--- src/rtl/mem_arbiter_pkg.sv ---
// Shared types for the memory arbiter: command word layout, FSM encoding and
// the saturating helper used by the optional grant statistics.
package mem_arbiter_pkg;

  localparam int CMD_W = 65;

  localparam logic [1:0] ST_IDLE  = 2'd0;
  localparam logic [1:0] ST_ISSUE = 2'd1;
  localparam logic [1:0] ST_WRITE = 2'd2;
  localparam logic [1:0] ST_READ  = 2'd3;

  typedef enum logic [1:0] {
    IDLE  = ST_IDLE,
    ISSUE = ST_ISSUE,
    WRITE = ST_WRITE,
    READ  = ST_READ
  } state_e;

  // Bit order matches the client/MIG command bus: {read, addr, length}.
  typedef struct packed {
    logic        read;
    logic [31:0] addr;
    logic [31:0] length;
  } mem_cmd_t;

  localparam logic [15:0] GRANT_MAX = 16'hFFFF;

  function automatic logic [15:0] sat_inc16(input logic [15:0] v);
    return (v == GRANT_MAX) ? v : v + 16'd1;
  endfunction

endpackage

--- src/rtl/mem_arbiter_rr_arbiter.sv ---
// Round-robin selector: searches upward from the port after last_grant_i and
// reports the first requester as one-hot plus index.
module rr_arbiter #(
  parameter int num_ports = 4,
  parameter int idx_w     = $clog2(num_ports)
) (
  input  logic [num_ports-1:0] req_i,
  input  logic [idx_w-1:0]     last_grant_i,
  output logic [num_ports-1:0] grant_o,
  output logic [idx_w-1:0]     grant_idx_o,
  output logic                 grant_valid_o
);

  function automatic logic [idx_w-1:0] rotate(input logic [idx_w-1:0] base, input int k);
    return idx_w'((int'(base) + k) % num_ports);
  endfunction

  // Scan farthest-first so the nearest requester after last_grant_i wins.
  always_comb begin
    grant_idx_o   = '0;
    grant_valid_o = 1'b0;
    for (int k = num_ports; k >= 1; k--) begin
      if (req_i[rotate(last_grant_i, k)]) begin
        grant_idx_o   = rotate(last_grant_i, k);
        grant_valid_o = 1'b1;
      end
    end
  end

  for (genvar gi = 0; gi < num_ports; gi++) begin : g_onehot
    assign grant_o[gi] = grant_valid_o && (grant_idx_o == idx_w'(gi));
  end

endmodule

--- src/rtl/mem_arbiter.sv ---
// Multi-client memory arbiter: round-robin command grant followed by an exclusive
// write or read data phase. Per-port grant counters are built with MEM_ARBITER_STATS_EN.
module mem_arbiter
  import mem_arbiter_pkg::*;
#(
  parameter int num_ports = 4,
  parameter int mem_width = 32,
  parameter int len_width = 32
) (
  input  logic                           clk,
  input  logic                           reset,
  input  logic [num_ports-1:0]           cl_cmd_valid,
  output logic [num_ports-1:0]           cl_cmd_ready,
  input  logic [num_ports*CMD_W-1:0]     cl_cmd,
  input  logic [num_ports*mem_width-1:0] cl_wr_data,
  input  logic [num_ports-1:0]           cl_wr_valid,
  output logic [num_ports-1:0]           cl_wr_ready,
  output logic [mem_width-1:0]           cl_rd_data,
  output logic [num_ports-1:0]           cl_rd_valid,
  input  logic [num_ports-1:0]           cl_rd_ready,
  output logic [CMD_W-1:0]               mem_cmd_data,
  output logic                           mem_cmd_valid,
  input  logic                           mem_cmd_ready,
  output logic [mem_width-1:0]           mem_write_data,
  output logic                           mem_write_valid,
  input  logic                           mem_write_ready,
  input  logic [mem_width-1:0]           mem_read_data,
  input  logic                           mem_read_valid,
  output logic                           mem_read_ready,
  output logic [num_ports*16-1:0]        grant_count
);

  localparam int IDX_W = $clog2(num_ports);

  mem_cmd_t             cl_cmd_arr  [num_ports];
  logic [mem_width-1:0] wr_data_arr [num_ports];

  for (genvar gi = 0; gi < num_ports; gi++) begin : g_unpack
    assign cl_cmd_arr[gi]  = mem_cmd_t'(cl_cmd[gi*CMD_W +: CMD_W]);
    assign wr_data_arr[gi] = cl_wr_data[gi*mem_width +: mem_width];
  end

  state_e               state_q, state_d;
  mem_cmd_t             cmd_q, cmd_d;
  logic [IDX_W-1:0]     gnt_q, gnt_d;
  logic [IDX_W-1:0]     last_grant_q, last_grant_d;
  logic [len_width-1:0] beat_q, beat_d;

  logic [num_ports-1:0] arb_grant;
  logic [IDX_W-1:0]     arb_idx;
  logic                 arb_valid;
  logic [len_width-1:0] arb_len;
  logic [len_width-1:0] len_q;
  logic                 last_beat;
  logic                 wr_fire;
  logic                 rd_fire;

  rr_arbiter #(
    .num_ports (num_ports),
    .idx_w     (IDX_W)
  ) u_rr (
    .req_i         (cl_cmd_valid),
    .last_grant_i  (last_grant_q),
    .grant_o       (arb_grant),
    .grant_idx_o   (arb_idx),
    .grant_valid_o (arb_valid)
  );

  assign arb_len   = len_width'(cl_cmd_arr[arb_idx].length);
  assign len_q     = len_width'(cmd_q.length);
  // Comparing against length-1 lets the largest length finish without the counter wrapping.
  assign last_beat = (beat_q == len_q - len_width'(1));
  assign wr_fire   = mem_write_valid && mem_write_ready;
  assign rd_fire   = mem_read_valid && mem_read_ready;

  always_comb begin
    state_d      = state_q;
    cmd_d        = cmd_q;
    gnt_d        = gnt_q;
    last_grant_d = last_grant_q;
    beat_d       = beat_q;
    case (state_q)
      IDLE: begin
        if (arb_valid) begin
          cmd_d        = cl_cmd_arr[arb_idx];
          gnt_d        = arb_idx;
          last_grant_d = arb_idx;
          beat_d       = '0;
          // Zero-length commands are consumed here and never reach the MIG side.
          if (arb_len != '0) begin
            state_d = ISSUE;
          end
        end
      end
      ISSUE: begin
        if (mem_cmd_ready) begin
          state_d = cmd_q.read ? READ : WRITE;
        end
      end
      WRITE: begin
        if (wr_fire) begin
          if (last_beat) begin
            state_d = IDLE;
            beat_d  = '0;
          end else begin
            beat_d = beat_q + len_width'(1);
          end
        end
      end
      READ: begin
        if (rd_fire) begin
          if (last_beat) begin
            state_d = IDLE;
            beat_d  = '0;
          end else begin
            beat_d = beat_q + len_width'(1);
          end
        end
      end
      default: state_d = IDLE;
    endcase
  end

  always_ff @(posedge clk or posedge reset) begin
    if (reset) begin
      state_q      <= IDLE;
      cmd_q        <= '0;
      gnt_q        <= '0;
      last_grant_q <= IDX_W'(num_ports - 1);
      beat_q       <= '0;
    end else begin
      state_q      <= state_d;
      cmd_q        <= cmd_d;
      gnt_q        <= gnt_d;
      last_grant_q <= last_grant_d;
      beat_q       <= beat_d;
    end
  end

  assign mem_cmd_data   = cmd_q;
  assign mem_write_data = wr_data_arr[gnt_q];
  assign cl_rd_data     = mem_read_data;

  // Handshake outputs are gated by reset so nothing can complete while it is held.
  always_comb begin
    cl_cmd_ready    = '0;
    cl_wr_ready     = '0;
    cl_rd_valid     = '0;
    mem_cmd_valid   = 1'b0;
    mem_write_valid = 1'b0;
    mem_read_ready  = 1'b0;
    if (!reset) begin
      case (state_q)
        IDLE:  cl_cmd_ready = arb_grant;
        ISSUE: mem_cmd_valid = 1'b1;
        WRITE: begin
          mem_write_valid    = cl_wr_valid[gnt_q];
          cl_wr_ready[gnt_q] = mem_write_ready;
        end
        READ: begin
          cl_rd_valid[gnt_q] = mem_read_valid;
          mem_read_ready     = cl_rd_ready[gnt_q];
        end
        default: ;
      endcase
    end
  end

`ifdef MEM_ARBITER_STATS_EN
  logic cmd_fire;
  assign cmd_fire = mem_cmd_valid && mem_cmd_ready;

  for (genvar gi = 0; gi < num_ports; gi++) begin : g_stat
    logic [15:0] cnt_q;
    always_ff @(posedge clk or posedge reset) begin
      if (reset) begin
        cnt_q <= '0;
      end else if (cmd_fire && (gnt_q == IDX_W'(gi))) begin
        cnt_q <= sat_inc16(cnt_q);
      end
    end
    assign grant_count[gi*16 +: 16] = cnt_q;
  end
`else
  assign grant_count = '0;
`endif

endmodule

--- config.mk ---
export PLATFORM = sky130hd
export DESIGN_NAME = mem_arbiter
export DESIGN_NICKNAME = d
export VERILOG_FILES = /design/src/rtl/mem_arbiter_pkg.sv /design/src/rtl/mem_arbiter_rr_arbiter.sv /design/src/rtl/mem_arbiter.sv
export SDC_FILE = /design/constraint.sdc
export NUM_CORES = 1
export LEC_CHECK = 0
export CELL_PAD_IN_SITES_DETAIL_PLACEMENT = 1
export CELL_PAD_IN_SITES_GLOBAL_PLACEMENT = 1
export CORE_AREA = 8 8 244 246
export CTS_CLUSTER_SIZE = 25
export DETAILED_ROUTE_END_ITERATION = 8
export DIE_AREA = 0 0 252 254
export DONT_BUFFER_PORTS = 1
export GPL_ROUTABILITY_DRIVEN = 0
export PLACE_DENSITY = 0.46
export SYNTH_ARGS = -nofsm -noshare
export SYNTH_HDL_FRONTEND = slang
export SYNTH_SLANG_ARGS = --single-unit
--- constraint.sdc ---
create_clock -name clk -period 6.75 [get_ports clk]
set_input_delay 1.6875 -clock clk [delete_from_list [all_inputs] [get_ports clk]]
set_output_delay 1.6875 -clock clk [all_outputs]
set_load 0.02 [all_outputs]
-- Word level (Yosys, flattened, before mapping)
Index checks and enable logic that the tools add are counted.
- reductions and logical operators: 14
- $lt $le $gt $ge: 8
- equality and inequality tests: 12
- $add $sub $neg: 6
- mux-type cells: 53
- bitwise logic cells: 4
- operators by type and width (kind ; number):
    two-way mux 32 bit ; 6
    binary-select mux 65 bit (select 2 bit) ; 1
    two-way mux 65 bit ; 2
    one-hot mux 32 bit (3 select lines) ; 1
    binary-select mux 32 bit (select 2 bit) ; 1
    adder 32 x 1 -> 32 bit (second input constant) ; 1
    == test 32 bit ; 1
    nonzero test 32 bit ; 1
    subtractor 32 x 1 -> 32 bit (second input constant) ; 1
    two-way mux 4 bit ; 6
    two-way mux 2 bit ; 10
    two-way mux 1 bit ; 18
    < comparator 2 x 3 -> 1 bit (second input constant) ; 5
    binary-select mux 1 bit (select 2 bit) ; 6
    AND 4 bit ; 2
    == test 2 bit (second input constant) ; 4
    != test 2 bit (second input constant) ; 4
    one-hot mux 2 bit (4 select lines) ; 1
    logical AND 1 bit ; 7
    greater-or-equal comparator 3 bit (second input constant) ; 2
    inverter 2 -> 3 bit ; 2
    AND reduction 5 bit ; 1
    adder 2 x 1 -> 2 bit (second input constant) ; 2
    adder 2 bit (second input constant) ; 2
    other kinds (8) ; 10
- word-level logic and storage cells: 104
- flip-flop bits (word level): 103
- output and inout bits: 208
- bits of input ports: 437

-- Logic depth before layout (Yosys ltp)
Gate-level depths: netlist of run 1.
- depth after elaboration: 15
- gate-level depth with buffers: 16

-- Modules after synthesis
From an unflattened synthesis of run 1, not the netlist that was laid out.
- cells, all modules: 808
- area total of the unflattened synthesis: 8911.0 um2
- modules (own cells, without submodules) (module ; cells an instance ; area each (um2) ; times used):
    mem_arbiter ; 774 ; 8667.1 ; 1
    rr_arbiter ; 34 ; 244.0 ; 1

-- Worst setup path after synthesis of run 1
No wires, ideal clock.
- path kind: input to output
- from: in reset
- to: out cl_rd_valid[0]
- setup slack: 0.001 ns
- required time: 5.062 ns
- stages on the path: 4
- arrival time: 5.062 ns
- cell sequence: clkbuf_1 > inv_1 > nand4_1 > nor3_1
- word-level cells in the longest chain between the ends: 1
- RTL lines (element ; RTL line ; source):
    start, declared ; mem_arbiter.sv:11 ; input logic reset,
    two-way mux 4 bit ; mem_arbiter.sv:152 ; if (!reset) begin
    end, declared ; mem_arbiter.sv:19 ; output logic [num_ports-1:0] cl_rd_valid,
No other way between the ends.

-- Worst setup path in the final report of run 1
- from: in cl_cmd_valid[0]
- to: out cl_cmd_ready[0]
- word-level cells in the longest chain between the ends: 10
- elaborated cells between the ends (all ways): 20
- classes of those cells: mux: 18; reduce/logical: 2
- RTL lines (element ; RTL line ; source):
    start, declared ; mem_arbiter.sv:12 ; input logic [num_ports-1:0] cl_cmd_valid,
    binary-select mux 1 bit (select 2 bit) ; mem_arbiter_rr_arbiter.sv:23 ; if (req_i[rotate(last_grant_i, k)]) begin
    two-way mux 1 bit (not written as such) ; mem_arbiter_rr_arbiter.sv:23 ;
    two-way mux 2 bit (4 in a row) ; mem_arbiter_rr_arbiter.sv:23 ;
    zero test 2 bit ; mem_arbiter_rr_arbiter.sv:31 ; assign grant_o[gi] = grant_valid_o && (grant_idx_o == idx_w'(gi));
    logical AND 1 bit * ; mem_arbiter_rr_arbiter.sv:31 ;
    two-way mux 4 bit * ; mem_arbiter.sv:153 ; case (state_q)
    two-way mux 4 bit * ; mem_arbiter.sv:152 ;
    end, declared ; mem_arbiter.sv:13 ; output logic [num_ports-1:0] cl_cmd_ready,
Mark *: on every way between the ends. The rest lies on a longest branch, timed or not. The select of a mux whose other input is x is not followed.

==> results of run 1 <==
-- cells in the final DEF (no fill, tap or decap), types with 15 or more instances in the layout --
cell type,netlist,routed
mux4_2,34,34
o21ai_0,108,108
nor2_1,207,207
nor4_1,31,31
nor3_1,17,17
dfrtp_1,101,100
xor2_1,29,29
nand2_1,183,183
mux2_2,20,20
nand4_1,15,15
mux2i_1,39,39
nand3_1,64,64
conb_1,1,64
a21oi_1,17,16
xnor2_1,28,28
-- flip-flops by register name, indices dropped and copies added, names as in the netlist --
signal and cells:
beat_q 32, last_grant_q 2, len_q 32, gnt_q 2, mem_cmd_data 33, state_q 2
-- metal layers --
layer | global-route usage | up-vias | routed length (um)
met4 | 0.03075 | 6 | 784
met2 | 0.2156 | 427 | 22020
li1 | - | 3931 | -
met3 | 0.08814 | 49 | 6205
met1 | 0.1725 | 4232 | 19990
met5 | 0.02932 | - | 160
-- per-stage QoR --
step	hold WS [ps]	std cells
after floorplan	467.2	1282
after global placement	526.3	1873
after detailed placement	523.0	1873
after CTS	536.1	1889
after global routing	549.6	1893
final	541.7	1895
-- cells by family after synthesis --
logic type / share of synthesized area
compound gates: 0.1191
other cells: 0.0004002
buf+inv: 0.1148
flops: 0.2753
mux: 0.1474
fa+ha+maj: 0.002670
xor+xnor: 0.05328
simple gates: 0.2870
-- final cells by class --
class	count	area, um^2
sequential	103	2581
clock inverter	6	52.55
timing repair buffer	11	82.58
fill	6745	45790
clock buffer	10	239.0
multi-input combinational	996	5992
antenna	6	15.01
tap	756	945.9
inverter	7	31.28
-- worst min-delay path, stage by stage, from the launching register on --
cell and delay (ps):
dfstp_2 390, inv_1 80, a21oi_1 70
-- worst paths after layout --
check / from / end / slack, ps / depth (start not counted)
worst max-delay path: cl_cmd_valid[0] / cl_cmd_ready[0] / 1720 / 5
worst min-delay path: last_grant_q[0] / last_grant_q[0] / 540 / 2
worst max register to register: len_q[0] / beat_q[31] / 2290 / 11
worst min register to register: last_grant_q[0] / last_grant_q[0] / 540 / 2
max in group asynchronous: reset / mem_cmd_data[41] / 4200 / 2
min in group asynchronous: reset / gnt_q[0] / 1200 / 1
-- power groups by stage --
stage	sequential (uW)	combinational [uW]	clock [uW]
5_1_grt	1120	1190	620
4_1_cts	1100	1090	607
3_5_place_dp	1110	1090	0
6_report	1090	1080	557
2_1_floorplan	955	879	0
3_3_place_gp	1110	1070	0
==> run summary, run 1 <==
Num CTS Buffers - 9
YS warnings - 0
Slowest stage delay, CP - 790 ps
Seq cells post-synth - 103
Worst-margin pin slew - 1135 ps
Endpoints failing hold - 0
Vias per Instance - 4.562
Die width - 252 um
Post-CTS setup buffers - 0
Nets - 1567
Largest net degree at the start of global routing - 101
Min cycle time layout - 5032 ps
Die H - 254 um
Pre-Repair DR Iteration Count - 5
Unrepaired setup endpoints after global routing - no
Layout Utilization - 0.1783
Port buffer count - 0
DR iter-0 viols - 579
Pre-CTS WS - 1720 ps
CTS clock-pin slew for the worst setup and hold paths - 80 ps
GRT Util Overall - 0.1441
Synth top area share - 0.2697
Post-DR wirelength/cell - 25.94 um
Outcome - finished, final reports clean
CTS Root Buffer Type - clkbuf_16
Post-Route WL - 49160 um
Die ar. - 0.06401 mm^2
Grt total ovfl - 0
Share of flip-flops with an asynchronous set or reset - 1.000
Post-synth top cells - 207 x nor2_1, 183 x nand2_1, 108 x o21ai_0
Post_cts resized - 0
DP HPWL - 40940 um
Cell Int Power - 1366 uW
Row Count - 87
Via count - 8645
CP max stage cell - nor4_1
Power Density - 275.0 mW/mm^2
First-pass GRT wire length - 67100 um
Vias in the first global route - 9085
Worst hold path type - reg -> reg
Sw Share - 0.5003
Clock skew - 13.00 ps
Clk sinks - 103
Worst vdd ir - 126.6 uV
Data arrival, critical path - 3340 ps
Clock latency on the worst-skew pair - 380 ps
Area contributors post-synth - dfrtp_1 27%, nor2_1 8.3%, mux4_2 8.2%
Mean cell area of the mapped netlist - 7.687 um^2
Critical Path Fanout Max - 62
Area grow syn2layout - 6.076%
P_leak - 0.003873 uW
Max-slew violations - 0
Final worst path period share - 0.7455
Most frequent cell after synthesis - nor2_1
Worst-path cell chain - a21oi_1 -> a31oi_1 -> a21oi_4 -> buf_4 -> nor4_1
Critical path class - in -> out
Depth of the CTS H-tree - 3
Setup TNS after final layout - 0 ps
Cts-stage hold buffer count - 0
Worst setup margin - 1718 ps
# setup viols final - 0
Slew Limit Headroom - 0.2436
CTS tree - built
Distinct cell type count after synthesis - 68
Longest Clk Path Bufs - 2
Gate Count Post-Synth - 1219
Worst EP required - 5060 ps
Antenna violations before repair - 10
Antenna Nets Post-Route - 0
Combinational power share - 0.397
Psw - 1368 uW
Bufs and invs on worst path - 1
Register share of total power - 0.400
CP Capture Type - output port
Core Region - 0.05573 mm^2
Placed Area - 0.009633 mm^2
Io pins - 645
Power share of the clock group - 0.204
Ys flop type - dfrtp_1
Number of enable flip-flop cells after synthesis - 0
Initial Utilization - 0.1681
Sequential-to-total area share from yosys stat - 0.2753
Drt drc - 0
Synth area leader - dfrtp_1
Fin area - 0.009940 mm^2
CP top delay family - simple AND/OR/NAND/NOR gates
Post-Syn Area - 0.009370 mm^2
Fraction of layout cells with a size suffix above 1 - 0.08738
Final Power - 2733 uW
Fmax - 0.1987 GHz
Max cap viols - 0
Critical Path Source Type - primary input
Power figures use the tool's default switching activity.
==> run 2: changes to the inputs <==
--- a/config.mk
+++ b/config.mk
@@ -7,10 +7,10 @@
 export LEC_CHECK = 0
 export CELL_PAD_IN_SITES_DETAIL_PLACEMENT = 1
 export CELL_PAD_IN_SITES_GLOBAL_PLACEMENT = 1
-export CORE_AREA = 8 8 244 246
+export CORE_AREA = 8 8 248 250
 export CTS_CLUSTER_SIZE = 25
 export DETAILED_ROUTE_END_ITERATION = 8
-export DIE_AREA = 0 0 252 254
+export DIE_AREA = 0 0 256 258
 export DONT_BUFFER_PORTS = 1
 export GPL_ROUTABILITY_DRIVEN = 0
 export PLACE_DENSITY = 0.46
==> constraint.sdc (replaced) <==
create_clock -name clk -period 4.6 [get_ports clk]
set_input_delay 1.15 -clock clk [delete_from_list [all_inputs] [get_ports clk]]
set_output_delay 1.15 -clock clk [all_outputs]
set_load 0.02 [all_outputs]
==> run summary, run 2 (synthesized netlist as in run 1, its figures left out) <==
Outcome - finished, final reports clean
Clock latency on the worst-skew pair - 400 ps
Post-CTS setup buffers - 0
Flop-to-flop setup slack - 630 ps
Row Count - 88
DP HPWL - 41100 um
Worst hold path type - reg -> reg
CP max stage cell - or3b_2
Num CTS Buffers - 9
Post-Route WL - 49360 um
Grt total ovfl - 0
CP Capture Type - flop
Longest Clk Path Bufs - 2
Largest register FFs - 33
Cts-stage hold buffer count - 0
Post_cts resized - 0
Fraction of layout cells with a size suffix above 1 - 0.1049
P_leak - 0.003988 uW
Fin area - 0.01016 mm^2
Die ar. - 0.06605 mm^2
Vias per Instance - 4.516
Hold Path Depth - 2
Core Region - 0.05737 mm^2
First-pass GRT wire length - 68700 um
Antenna violations before repair - 3
Clock skew - 9.912 ps
Layout Utilization - 0.1772
Largest net degree at the start of global routing - 69
Slew Limit Headroom - 0.4062
Final worst path period share - 0.8638
Initial Utilization - 0.1633
Critical Path Fanout Max - 25
Max cap viols - 0
CTS Root Buffer Type - clkbuf_16
Port buffer count - 0
Max-slew violations - 0
FF-to-FF Start - len_q[1]
Hold path start - last_grant_q[0]
Drt drc - 0
Antenna Nets Post-Route - 0
Post-DR wirelength/cell - 25.68 um
Die H - 258 um
Die width - 256 um
GRT Util Overall - 0.1405
Via count - 8679
Worst-margin pin slew - 890.6 ps
CTS clock-pin slew for the worst setup and hold paths - 90 ps
Vias in the first global route - 9231
Endpoints failing hold - 0
Nets - 1588
Critical Path Source Type - flop
CTS tree - built
Min cycle time layout - 3973 ps
Fmax - 0.2517 GHz
Worst-path cell chain - inv_1 -> ha_1 -> or3b_2 -> or3_1 -> nor3_1 -> mux2i_1 -> nor4_1 -> nand4_1 -> o21ai_4 -> and2_1 -> buf_4 -> nor2_1
DR iter-0 viols - 503
Unrepaired setup endpoints after global routing - no
Pre-Repair DR Iteration Count - 6
Depth of the CTS H-tree - 3
Power Density - 409.6 mW/mm^2
Clk sinks - 103
# setup viols final - 0
Area grow syn2layout - 8.479%
Most frequent cells in the layout - 207 x nor2_1, 183 x nand2_1, 108 x o21ai_0, 100 x dfrtp_1
Worst EP required - 4880 ps
Data arrival, critical path - 4250 ps
Slowest stage delay, CP - 610 ps
Setup TNS after final layout - 0 ps
Crit Reg-Reg Endpoint - beat_q[27]
Critical path class - reg -> reg
Min-Delay Endpoint - last_grant_q[0]
Placed Area - 0.009839 mm^2
Commonest non-fill, non-tap cell in the layout - nor2_1
Worst vdd ir - 183.0 uV
R2r worst-path depth - 12
Io pins - 645
run 2: changes by cell type in the layout (fill, tap and decap cells not counted), sizes merged, moves of 2 or more:
cell / previous run / this run
clkinv: 4 / 2
diode: 6 / 3
buf: 11 / 32
clkinvlp: 0 / 3
run 2: per-stage QoR:
stage | hold slack, ps | setup slack (ps) | cells | total power [uW]
after CTS | 531.4 | 359.2 | 1919 | 4264
after global routing | 557.6 | 348.3 | 1919 | 4465
final | 523.7 | 626.6 | 1922 | 4163
after floorplan | 467.2 | -98.07 | 1282 | 2694
after detailed placement | 517.7 | -68.81 | 1903 | 3310
after global placement | 522.9 | -54.66 | 1903 | 3287
run 2: worst max-delay path by stage:
stage | from | end | cells past startpoint
floorplan | reset | mem_read_ready | 3
global placement | cl_cmd_valid[0] | state_q[0] | 10
detailed placement | cl_cmd_valid[0] | state_q[0] | 10
CTS | cl_cmd_valid[0] | state_q[0] | 10
global route | len_q[1] | beat_q[30] | 12
finish | len_q[1] | beat_q[27] | 12
run 2: area by class of cell:
class / count / area [um^2]
diodes: 3 / 7.507
clock buffers: 9 / 225.2
clock inverters: 7 / 92.59
fillers: 6877 / 47200
inverters: 7 / 30.03
multi-input cells: 996 / 5993
flip-flops and latches: 103 / 2581
well taps: 765 / 957.2
repair buffers: 32 / 277.8
run 2: layer usage:
metal	GRT usage	wire length [um]
met5	0	0
met4	0.01849	372
met3	0.09060	6431
met2	0.2164	22150
met1	0.1672	20410
run 2: where the power goes:
group	internal [uW]	leakage (uW)	switching, uW
clock network	437	0.000148	462
registers	1070	0.00126	431
logic	594	0.00258	1170
total	2100	0.00399	2060
run 2: critical path, delay by kind of cell (launching register included):
family                     cells  cell delay [ps]
adders and majority gates      1              300
buffers and inverters          2              400
DFF                            1              560
AOI/OAI and AO/OA              1              290
and+or+nand+nor                7             2180
muxes                          1              120
